**src/rtl/mul_upper_rr_arbiter.sv**
```systemverilog
// Round-robin sequencer sharing one multi-cycle upper-product multiplier among NUM_REQ requesters.
// One op in flight: grant, pulse mul_en, wait MUL_LAT edges, hold the tagged result until taken.
module mul_upper_rr_arbiter #(
    parameter int NUM_REQ  = 4,
    parameter int ID_W     = 2,
    parameter int MUL_SIZE = 56,
    parameter int MUL_LAT  = 3
) (
    input  logic                         clk_i,
    input  logic                         rst_i,
    input  logic [NUM_REQ-1:0]           req_valid_i,
    output logic [NUM_REQ-1:0]           req_ready_o,
    input  logic [NUM_REQ*MUL_SIZE-1:0]  req_a_i,
    input  logic [NUM_REQ*MUL_SIZE-1:0]  req_b_i,
    output logic                         resp_valid_o,
    input  logic                         resp_ready_i,
    output logic [ID_W-1:0]              resp_id_o,
    output logic [1:0]                   resp_res_o,
    output logic                         mul_en_o,
    output logic [MUL_SIZE-1:0]          mul_a_o,
    output logic [MUL_SIZE-1:0]          mul_b_o,
    input  logic [1:0]                   mul_res_i,
    output logic                         busy_o
);

    localparam int CNT_W = $clog2(MUL_LAT + 1);

    typedef enum logic [1:0] {S_IDLE, S_START, S_WAIT, S_RESP} state_t;

    state_t                state_q, state_d;
    logic [CNT_W-1:0]      wcnt_q;
    logic [ID_W-1:0]       ptr_q;
    logic [ID_W-1:0]       grant;
    logic [ID_W-1:0]       idx;
    logic                  grant_vld;
    logic                  accept;
    logic                  wait_done;
    logic                  resp_valid_q;
    logic [ID_W-1:0]       resp_id_q;
    logic [1:0]            resp_res_q;
    logic                  mul_en_q;
    logic [MUL_SIZE-1:0]   mul_a_q;
    logic [MUL_SIZE-1:0]   mul_b_q;

    // First valid requester at or above ptr, wrapping modulo NUM_REQ.
    always_comb begin
        grant     = ptr_q;
        grant_vld = 1'b0;
        idx       = '0;
        for (int k = 0; k < NUM_REQ; k++) begin
            idx = ID_W'((int'(ptr_q) + k) % NUM_REQ);
            if (!grant_vld && req_valid_i[idx]) begin
                grant     = idx;
                grant_vld = 1'b1;
            end
        end
    end

    assign accept    = (state_q == S_IDLE) && grant_vld;
    assign wait_done = (state_q == S_WAIT) && (wcnt_q == CNT_W'(MUL_LAT - 1));

    always_ff @(posedge clk_i or posedge rst_i) begin
        if (rst_i) begin
            state_q <= S_IDLE;
        end else begin
            state_q <= state_d;
        end
    end

    always_comb begin
        state_d = state_q;
        case (state_q)
            S_IDLE:  if (accept)       state_d = S_START;
            S_START:                   state_d = S_WAIT;
            S_WAIT:  if (wait_done)    state_d = S_RESP;
            S_RESP:  if (resp_ready_i) state_d = S_IDLE;
            default:                   state_d = S_IDLE;
        endcase
    end

    always_comb begin
        req_ready_o = '0;
        if ((state_q == S_IDLE) && grant_vld && !rst_i) begin
            req_ready_o[grant] = 1'b1;
        end
        busy_o = (state_q != S_IDLE);
    end

    // Operands change only on acceptance, so the multiplier never sees them move mid-op.
    always_ff @(posedge clk_i or posedge rst_i) begin
        if (rst_i) begin
            wcnt_q       <= '0;
            ptr_q        <= '0;
            resp_valid_q <= 1'b0;
            resp_id_q    <= '0;
            resp_res_q   <= '0;
            mul_en_q     <= 1'b0;
            mul_a_q      <= '0;
            mul_b_q      <= '0;
        end else begin
            case (state_q)
                S_IDLE: begin
                    if (accept) begin
                        mul_a_q   <= req_a_i[grant*MUL_SIZE +: MUL_SIZE];
                        mul_b_q   <= req_b_i[grant*MUL_SIZE +: MUL_SIZE];
                        resp_id_q <= grant;
                        mul_en_q  <= 1'b1;
                    end
                end
                S_START: begin
                    mul_en_q <= 1'b0;
                    wcnt_q   <= '0;
                end
                S_WAIT: begin
                    wcnt_q <= wcnt_q + 1'b1;
                    if (wait_done) begin
                        resp_res_q   <= mul_res_i;
                        resp_valid_q <= 1'b1;
                    end
                end
                S_RESP: begin
                    if (resp_ready_i) begin
                        resp_valid_q <= 1'b0;
                        ptr_q        <= (resp_id_q == ID_W'(NUM_REQ - 1)) ? '0 : resp_id_q + 1'b1;
                    end
                end
                default: ;
            endcase
        end
    end

    assign resp_valid_o = resp_valid_q;
    assign resp_id_o    = resp_id_q;
    assign resp_res_o   = resp_res_q;
    assign mul_en_o     = mul_en_q;
    assign mul_a_o      = mul_a_q;
    assign mul_b_o      = mul_b_q;

endmodule

```
**config.mk**
```make
export PLATFORM = sky130hd
export DESIGN_NAME = mul_upper_rr_arbiter
export DESIGN_NICKNAME = d
export VERILOG_FILES = /design/src/rtl/mul_upper_rr_arbiter.sv
export SDC_FILE = /design/constraint.sdc
export NUM_CORES = 1
export LEC_CHECK = 0
export ABC_CLOCK_PERIOD_IN_PS = 18900
export CAP_MARGIN = 20
export CORE_AREA = 2 2 227 229
export DETAILED_ROUTE_END_ITERATION = 7
export DIE_AREA = 0 0 229 231
export PLACE_DENSITY = 0.49
export SLEW_MARGIN = 15
export SYNTH_ARGS = -nofsm -noshare
export SYNTH_HDL_FRONTEND = slang
export SYNTH_SLANG_ARGS = --single-unit
export TNS_END_PERCENT = 100
```
**constraint.sdc**
```tcl
create_clock -name clk_i -period 18.9 [get_ports clk_i]
set_input_delay 5.67 -clock clk_i [delete_from_list [all_inputs] [get_ports clk_i]]
set_output_delay 5.67 -clock clk_i [all_outputs]
set_load 0.05 [all_outputs]
```
After elaboration in Yosys (flattened, before gate mapping)
Index checks and enable logic that the tools add are counted.
{"block": "totals", "word_cells": 82, "regBits": 124, "output_inout_bits": 123}
{"block": "classes", "add_sub_neg": 5, "muxes": 29, "n_reduce_logical": 22, "eq_ne": 8, "n_shift": 2, "multipliers": 1, "magnitude_cmp": 6}
{"operator": "224-bit by 9-bit indexed part select with 56-bit output", "n": 2}
{"operator": "2-bit by 3-bit less-than comparator with 1-bit output, second input constant", "n": 5}
{"operator": "2-bit 2-to-1 mux", "n": 7}
{"operator": "1-bit 2-to-1 mux", "n": 12}
{"operator": "1-bit binary-select mux with 2-bit select", "n": 4}
{"operator": "2-bit == test, second input constant", "n": 4}
{"operator": "2-bit one-hot mux with 4 select lines", "n": 1}
{"operator": "2-bit AND reduction", "n": 4}
{"operator": "2-bit nonzero test", "n": 4}
{"operator": "1-bit logical AND", "n": 7}
{"operator": "2-bit by 1-bit adder with 2-bit output, second input constant", "n": 3}
{"operator": "2-bit inequality test, second input constant", "n": 3}
{"operator": "3-bit AND reduction", "n": 2}
{"operator": "2-bit by 3-bit multiplier with 5-bit output, second input constant", "n": 1}
{"operator": "2-bit adder, second input constant", "n": 2}
{"operator": "1-bit zero test", "n": 4}
{"operator": "4-bit 2-to-1 mux", "n": 1}
{"operator": "1-bit one-hot mux with 2 select lines", "n": 2}
{"operator": "2-bit one-hot mux with 2 select lines", "n": 1}
{"operator": "1-bit demux with 2-bit select", "n": 1}
{"operator": "2-bit by 1-bit == test with 1-bit output, second input constant", "n": 1}
{"operator": "2-bit by 1-bit greater-or-equal comparator with 1-bit output, second input constant", "n": 1}
{"operator": "2-bit zero test", "n": 1}

Logic depth before layout (Yosys ltp)
Gate-level depths: netlist (run 1).
{"block": "depth", "word_depth": 17, "ltp_mapped": 9}

Worst setup path before layout (run 1)
OpenSTA, ideal clock, no wires.
{"block": "synth_timing", "path_kind": "input to output", "start": "input port rst_i", "end": "output port req_ready_o[0]", "arrival_ns": 9.055, "path_buffers": 0, "cell_stages": 2, "slack_ns": 4.175, "t_required_ns": 13.230, "path_cell_list": "inv_1 -> and3_1"}
{"block": "synth_via", "elab_chain_cells": 3}
{"item": "from (decl)", "line": "10", "text": "input logic rst_i,"}
{"item": "1-bit zero test (no line)"}
{"item": "1-bit logical AND", "line": "83", "text": "if ((state_q == S_IDLE) && grant_vld && !rst_i) begin"}
{"item": "4-bit 2-to-1 mux", "line": "83"}
{"item": "to (decl)", "line": "12", "text": "output logic [NUM_REQ-1:0] req_ready_o,"}
No other way between the ends.

Worst setup path in the final report (run 1)
{"block": "layout_timing", "start": "input port req_valid_i[3]", "end": "output port req_ready_o[1]"}
{"block": "layout_via", "elab_chain_cells": 17, "word_cells_on_any_way": 29, "cone_classes": "2 x order compare; 18 x mux; 9 x reduce/logical"}
{"item": "from (decl)", "line": "11", "text": "input logic [NUM_REQ-1:0] req_valid_i,"}
{"item": "1-bit binary-select mux with 2-bit select", "line": "52", "text": "if (!grant_vld && req_valid_i[idx]) begin"}
{"item": "1-bit 2-to-1 mux (implied by the code)", "line": "52"}
{"item": "1-bit 2-to-1 mux", "line": "52"}
{"item": "1-bit zero test", "line": "52"}
{"item": "1-bit logical AND", "line": "52"}
{"item": "1-bit 2-to-1 mux", "line": "52"}
{"item": "1-bit zero test", "line": "52"}
{"item": "1-bit logical AND", "line": "52"}
{"item": "1-bit 2-to-1 mux", "line": "52"}
{"item": "1-bit zero test", "line": "52"}
{"item": "1-bit logical AND", "line": "52"}
{"item": "2-bit 2-to-1 mux", "line": "52"}
{"item": "2-bit by 3-bit less-than comparator with 1-bit output (implied by the code) / 2-bit by 1-bit greater-or-equal comparator with 1-bit output (equally long branches)", "line": "84", "text": "req_ready_o[grant] = 1'b1;"}
{"item": "1-bit logical AND (implied by the code)", "line": "84"}
{"item": "1-bit 2-to-1 mux (implied by the code)", "line": "84"}
{"item": "1-bit demux with 2-bit select", "line": "84"}
{"item": "4-bit 2-to-1 mux *", "line": "83"}
Every way passes the cells marked *; elsewhere a longest branch is shown, timed or not. The select of a mux whose other input is x is not followed.

==> flow_metrics.env, run 1 <==
export IMPL_stdcell_count=2094
export IMPL_synth_top_area_frac=0.356
export IMPL_postSynth_asyncResetShare=1.00
export IMPL_grt_pass1_vias=10800
export IMPL_fin_util=0.306
export IMPL_reg2reg_to="mul_b_o[1]$_DFFE_PP0P_"
export IMPL_cts_resized_gates=0
export IMPL_grt_pass1_wl_um=73400
export IMPL_hp_class="reg -> reg"
export IMPL_fin_crit_ps=14480
export IMPL_cts_sinks=124
export IMPL_finalMaxSlewViolations=0
export IMPL_fmax_mhz=69.0
export IMPL_max_slew_margin=0.363
export IMPL_cp_required_ps=13230
export IMPL_ys_types=43
export IMPL_syn_nets=1383
export IMPL_die_h_um=231
export IMPL_drtAntennaViolNets=0
export IMPL_yosysWarnings=0
export IMPL_initial_utilization=0.172
export IMPL_synthCells=920
export IMPL_reg2reg_slack_ps=15600
export IMPL_dr_first_iter_drc_count=649
export IMPL_rr_worst_depth=6
export IMPL_core_area_mm2=0.0507
export IMPL_arrival_ps=8810
export IMPL_post_place_cells=2059
export IMPL_setup_viol=0
export IMPL_synth_largest_area_cell="dfrtp_1"
export IMPL_gp_congestion=0.877
export IMPL_cts_root_buf="clkbuf_16"
export IMPL_min_from="mul_b_o[27]$_DFFE_PP0P_"
export IMPL_netlist_top_cells_area="dfrtp_1 (36%), a221o_1 (13%), o22a_1 (11%)"
export IMPL_io_pins=580
export IMPL_seq_area_frac_synth=0.356
export IMPL_nNetsFinal=1861
export IMPL_grt_util_met2=0.309
export IMPL_start_kind="input port"
export IMPL_grt_max_degree=92
export IMPL_rsz0062_at_grt="false"
export IMPL_grt_overflow_total=0
export IMPL_syn_avg_cell_area_um2=9.48
export IMPL_cts_tree="done"
export IMPL_max_vdd_ir_drop_v=0.0000605
export IMPL_via_per_inst=5.10
export IMPL_hold_path_end="mul_b_o[27]$_DFFE_PP0P_"
export IMPL_wl_per_cell_um=24.2
export IMPL_dpl_cell_area_mm2=0.0149
export IMPL_htree_levels=4
export IMPL_crit_path_max_fanout=60
export IMPL_ctsHoldBuffers=0
export IMPL_synth_flop_cell="dfrtp_1"
export IMPL_finalInstanceArea_mm2=0.0155
export IMPL_p_per_area_mw_per_mm2=168
export IMPL_hold_depth=1
export IMPL_path_class="in -> out"
export IMPL_netlist_area_mm2=0.00872
export IMPL_clk_latency_ps=490
export IMPL_drc=0
export IMPL_top_usage_layer="met2"
export IMPL_dr_pass1_iters=5
export IMPL_finalHoldViolCount=0
export IMPL_cts_buffers=17
export IMPL_reg2reg_from="ptr_q[1]$_DFFE_PP0P_"
export IMPL_syn2layout_area_growth_pct=77.6
export IMPL_cp_end_kind="output port"
export IMPL_vias=10700
export IMPL_numPortBuffers=579
export IMPL_die_x_um=229
export IMPL_worst_slew_pin_slew_ps=953
export IMPL_drv_cap=0
export IMPL_drive_gt1_frac=0.0503
export IMPL_setup_tns_ps=0
export IMPL_use_met1=0.220
export IMPL_rows=83
export IMPL_synth_edf_count=0
export IMPL_use_met3=0.0603
export IMPL_period_share=0.766
export IMPL_dieArea_mm2=0.0529
export IMPL_grt_usage=0.186
export IMPL_hpwlAfterDp_um=35100
export IMPL_status="finished, final reports clean"
export IMPL_ys_seq_elements=124
export IMPL_cts_setup_buffers=0
export IMPL_antenna_found_initial=3
export IMPL_skew_ps=13.3
export IMPL_clk_pin_slew_worst_paths_ps=60
export IMPL_p_leak_nw=5.60
export IMPL_wl_um=50700
export IMPL_clock_path_buffers=2
## power by group
group | switching (mW) | total, mW | internal (mW)
Combinational | 1.11 | 1.75 | 0.632
Clock | 0.140 | 0.363 | 0.222
Sequential | 0.0898 | 0.495 | 0.405
Total | 1.34 | 2.60 | 1.26
## cell type report
| class | count | area [um^2] |
|---|---|---|
| Tap cell | 680 | 851 |
| Antenna cell | 3 | 7.51 |
| Fill cell | 5356 | 35200 |
| Timing Repair Buffer | 599 | 5960 |
| Multi-Input combinational cell | 647 | 4920 |
| Sequential cell | 124 | 3100 |
| Clock inverter | 12 | 170 |
| Inverter | 9 | 38.8 |
| Clock buffer | 20 | 447 |
## state kept, by name (all words and copies together) (netlist names)
name,count
resp_id_o,2
mul_a_o,56
mul_en_o,1
state_q,2
mul_b_o,56
ptr_q,2
resp_res_o,2
wcnt_q,2
resp_valid_o,1
## stage by stage
step                power, mW  setup slack, ps  hold slack [ps]
CTS                      2.64             4410              510
detailed placement       2.26             4410              496
floorplan                1.63             4170              502
finish                   2.60             4420              504
global placement         2.25             4490              490
global route             2.74             4250              518
## how the worst max path moves through the flow
stage | start | end | slack (ps)
2_1_floorplan | rst_i | req_ready_o[0] | 4170
3_5_place_dp | req_valid_i[3] | req_ready_o[1] | 4410
5_1_grt | req_valid_i[3] | req_ready_o[1] | 4250
3_3_place_gp | req_valid_i[3] | req_ready_o[1] | 4490
6_report | req_valid_i[3] | req_ready_o[1] | 4420
4_1_cts | req_valid_i[3] | req_ready_o[1] | 4410
## critical path, stage by stage
cell and delay, ps:
clkdlybuf4s50_1 890, nor2_2 150, a21oi_4 280, buf_4 630, and3_1 290, clkdlybuf4s50_1 840
## placed cells by master (no fill, tap or decap), types with 2 or more instances in the layout
master	synthesis	final
bufinv_16	0	4
and3_1	4	4
dfrtp_1	124	124
o21ai_0	7	7
a221o_1	112	112
mux2_2	3	3
o211ai_1	3	3
nand2b_1	3	3
clkbuf_1	46	2
diode_2	0	3
clkinv_4	0	2
a21oi_1	115	115
nand2_1	11	10
o22a_1	114	113
nor2_2	2	2
clkbuf_16	0	17
inv_1	9	8
o31ai_1	113	113
o21ai_1	5	3
buf_4	5	19
nor2b_1	9	9
nor2_1	4	4
clkdlybuf4s50_1	0	579
nand4_1	112	112
clkinv_2	0	5
ha_1	6	6
nand3_1	3	2
o21ai_4	0	2
## synth_stat cells, types with 2 or more instances
cell,number
a21oi_1,115
a221o_1,112
and3_1,4
buf_2,67
buf_4,5
buf_6,22
clkbuf_1,46
dfrtp_1,124
ha_1,6
inv_1,9
mux2_2,3
nand2_1,11
nand2b_1,3
nand3_1,3
nand4_1,112
nor2_1,4
nor2_2,2
nor2b_1,9
o211ai_1,3
o21ai_0,7
o21ai_1,5
o21bai_1,2
o22a_1,114
o31ai_1,113
## layer usage
metal,up-vias,part of all wire
li1,4807,-
met1,5226,0.40
met2,568,0.48
met3,77,0.086
met4,2,0.033
met5,-,0.00022
## logic make-up after synthesis
logic type	share of synthesized area
compound gates	0.430
fa+ha+maj	0.00861
buf+inv	0.0948
flops	0.356
mux	0.00387
simple gates	0.107
(Power assumes the default switching activity.)
==> run 2, diff against run 1 <==
Settings changed: ABC_CLOCK_PERIOD_IN_PS 18900 to 12500, CORE_AREA 2 2 227 229 to 2 2 229 231, DIE_AREA 0 0 229 231 to 0 0 231 233, PLACE_DENSITY 0.49 to 0.5.
Clock period 18.9 ns to 12.5 ns, I/O delays scaled along.
==> run 2 against run 1 <==
  * Sequential cell count stayed put
  * Hold slack better by 1.2 ps
  * Largest power group unchanged
  * Highest routed layer unchanged
  * Critical endpoint is now req_ready_o[0]
  * Largest cell class unchanged
  * Clock power is 48% higher
  * First-iteration DRC count is 8.9% higher
==> flow_metrics.env, run 2 (synthesis results as in run 1) <==
export IMPL_status="finished, final reports clean"
export IMPL_rows=83
export IMPL_reg2reg_from="ptr_q[1]$_DFFE_PP0P_"
export IMPL_fin_util=0.303
export IMPL_cp_end_kind="output port"
export IMPL_finalPower_mw=3.92
export IMPL_p_per_area_mw_per_mm2=254
export IMPL_grt_pass1_vias=11100
export IMPL_gp_congestion=0.819
export IMPL_clk_latency_ps=480
export IMPL_cts_sinks=124
export IMPL_crit_path_start="req_valid_i[3]"
export IMPL_wl_um=51400
export IMPL_cts_buffers=17
export IMPL_syn2layout_area_growth_pct=77.2
export IMPL_finalInstanceArea_mm2=0.0155
export IMPL_finalMaxSlewViolations=0
export IMPL_clk_pin_slew_worst_paths_ps=60
export IMPL_grt_pass1_wl_um=73900
export IMPL_core_area_mm2=0.0511
export IMPL_die_x_um=231
export IMPL_arrival_ps=6650
export IMPL_mostFrequentLayoutCells="clkdlybuf4s50_1 (579), dfrtp_1 (124), a21oi_1 (115)"
export IMPL_initial_utilization=0.171
export IMPL_antenna_found_initial=2
export IMPL_cts_resized_gates=0
export IMPL_dieArea_mm2=0.0538
export IMPL_fin_crit_ps=10400
export IMPL_grt_max_degree=79
export IMPL_hp_class="reg -> reg"
export IMPL_io_pins=580
export IMPL_htree_levels=4
export IMPL_setup_tns_ps=0
export IMPL_max_slew_margin=0.351
export IMPL_vias=10700
export IMPL_drv_cap=0
export IMPL_max_vdd_ir_drop_v=0.000118
export IMPL_dpl_cell_area_mm2=0.0149
export IMPL_drtAntennaViolNets=0
export IMPL_grt_usage=0.185
export IMPL_finalHoldViolCount=0
export IMPL_cp_required_ps=8750
export IMPL_hpwlAfterDp_um=34500
export IMPL_ctsHoldBuffers=0
export IMPL_cts_tree="done"
export IMPL_wl_per_cell_um=24.6
export IMPL_drive_gt1_frac=0.0503
export IMPL_min_from="mul_b_o[10]$_DFFE_PP0P_"
export IMPL_crit_path_max_fanout=38
export IMPL_p_leak_nw=5.58
export IMPL_clock_path_buffers=2
export IMPL_cts_root_buf="clkbuf_16"
export IMPL_via_per_inst=5.10
export IMPL_final_common_cell="clkdlybuf4s50_1"
export IMPL_rsz0062_at_grt="false"
export IMPL_cts_setup_buffers=0
export IMPL_numPortBuffers=579
export IMPL_worst_slew_pin_slew_ps=974
export IMPL_grt_overflow_total=0
export IMPL_path_class="in -> out"
export IMPL_dr_first_iter_drc_count=707
export IMPL_period_share=0.832
export IMPL_start_kind="input port"
export IMPL_skew_ps=19.1
export IMPL_dr_pass1_iters=5
export IMPL_drc=0
export IMPL_setup_viol=0
export IMPL_nNetsFinal=1861
export IMPL_die_h_um=233
export IMPL_fmax_mhz=96.2
-- run 2: changes by cell type in the layout (fill, tap and decap cells not counted) --
cell        delta
diode_2        -2
buf_12         -1
buf_4          +1
bufinv_16      -1
clkbuf_8       +1
clkinv_2       -1
clkinvlp_4     +1
-- run 2: cell type report --
cell class	instances	area, um^2
clock inverters	11	143
diodes	1	2.50
well taps	680	851
fillers	5427	35600
flip-flops and latches	124	3100
clock buffers	21	460
repair buffers	599	5950
multi-input cells	647	4920
inverters	9	38.8
-- run 2: critical path, cell delays in order --
cell	delay, ps
clkdlybuf4s50_1	740
nor2b_1	460
o21ai_1	180
nand3_4	450
and3_1	250
clkdlybuf4s50_1	800
-- run 2: where the power goes --
group | leakage (nW) | switching, mW | internal [mW]
clock network | 0.293 | 0.215 | 0.322
registers | 1.40 | 0.128 | 0.613
logic | 3.89 | 1.69 | 0.952
total | 5.58 | 2.04 | 1.89
-- run 2: metrics by stage --
step	worst slack (ps)	hold WS, ps	instances
2_1_floorplan	1610	502	920
3_3_place_gp	2100	490	2059
3_5_place_dp	2090	496	2059
4_1_cts	2080	510	2091
5_1_grt	1960	520	2092
6_report	2100	506	2092
-- run 2: path summary, 6_finish.rpt --
kind	endpoint	cells after the start	slack (ps)
hold / removal	mul_b_o[10]$_DFFE_PP0P_	1	510
hold reg to reg	mul_b_o[10]$_DFFE_PP0P_	1	510
setup reg to reg	mul_a_o[2]$_DFFE_PP0P_	6	9070
min in group asynchronous	mul_b_o[32]$_DFFE_PP0P_	2	3810
setup / recovery	req_ready_o[0]	6	2100
max in group asynchronous	mul_b_o[42]$_DFFE_PP0P_	3	7400
-- run 2: metal layers --
layer | up-vias | wire length (um) | global-route usage | part of all wire
li1 | 4807 | - | - | -
met1 | 5254 | 20400 | 0.214 | 0.40
met2 | 535 | 25400 | 0.320 | 0.49
met3 | 66 | 4200 | 0.0550 | 0.082
met4 | 2 | 1430 | 0.0740 | 0.028
met5 | - | 13 | 0 | 0.00025
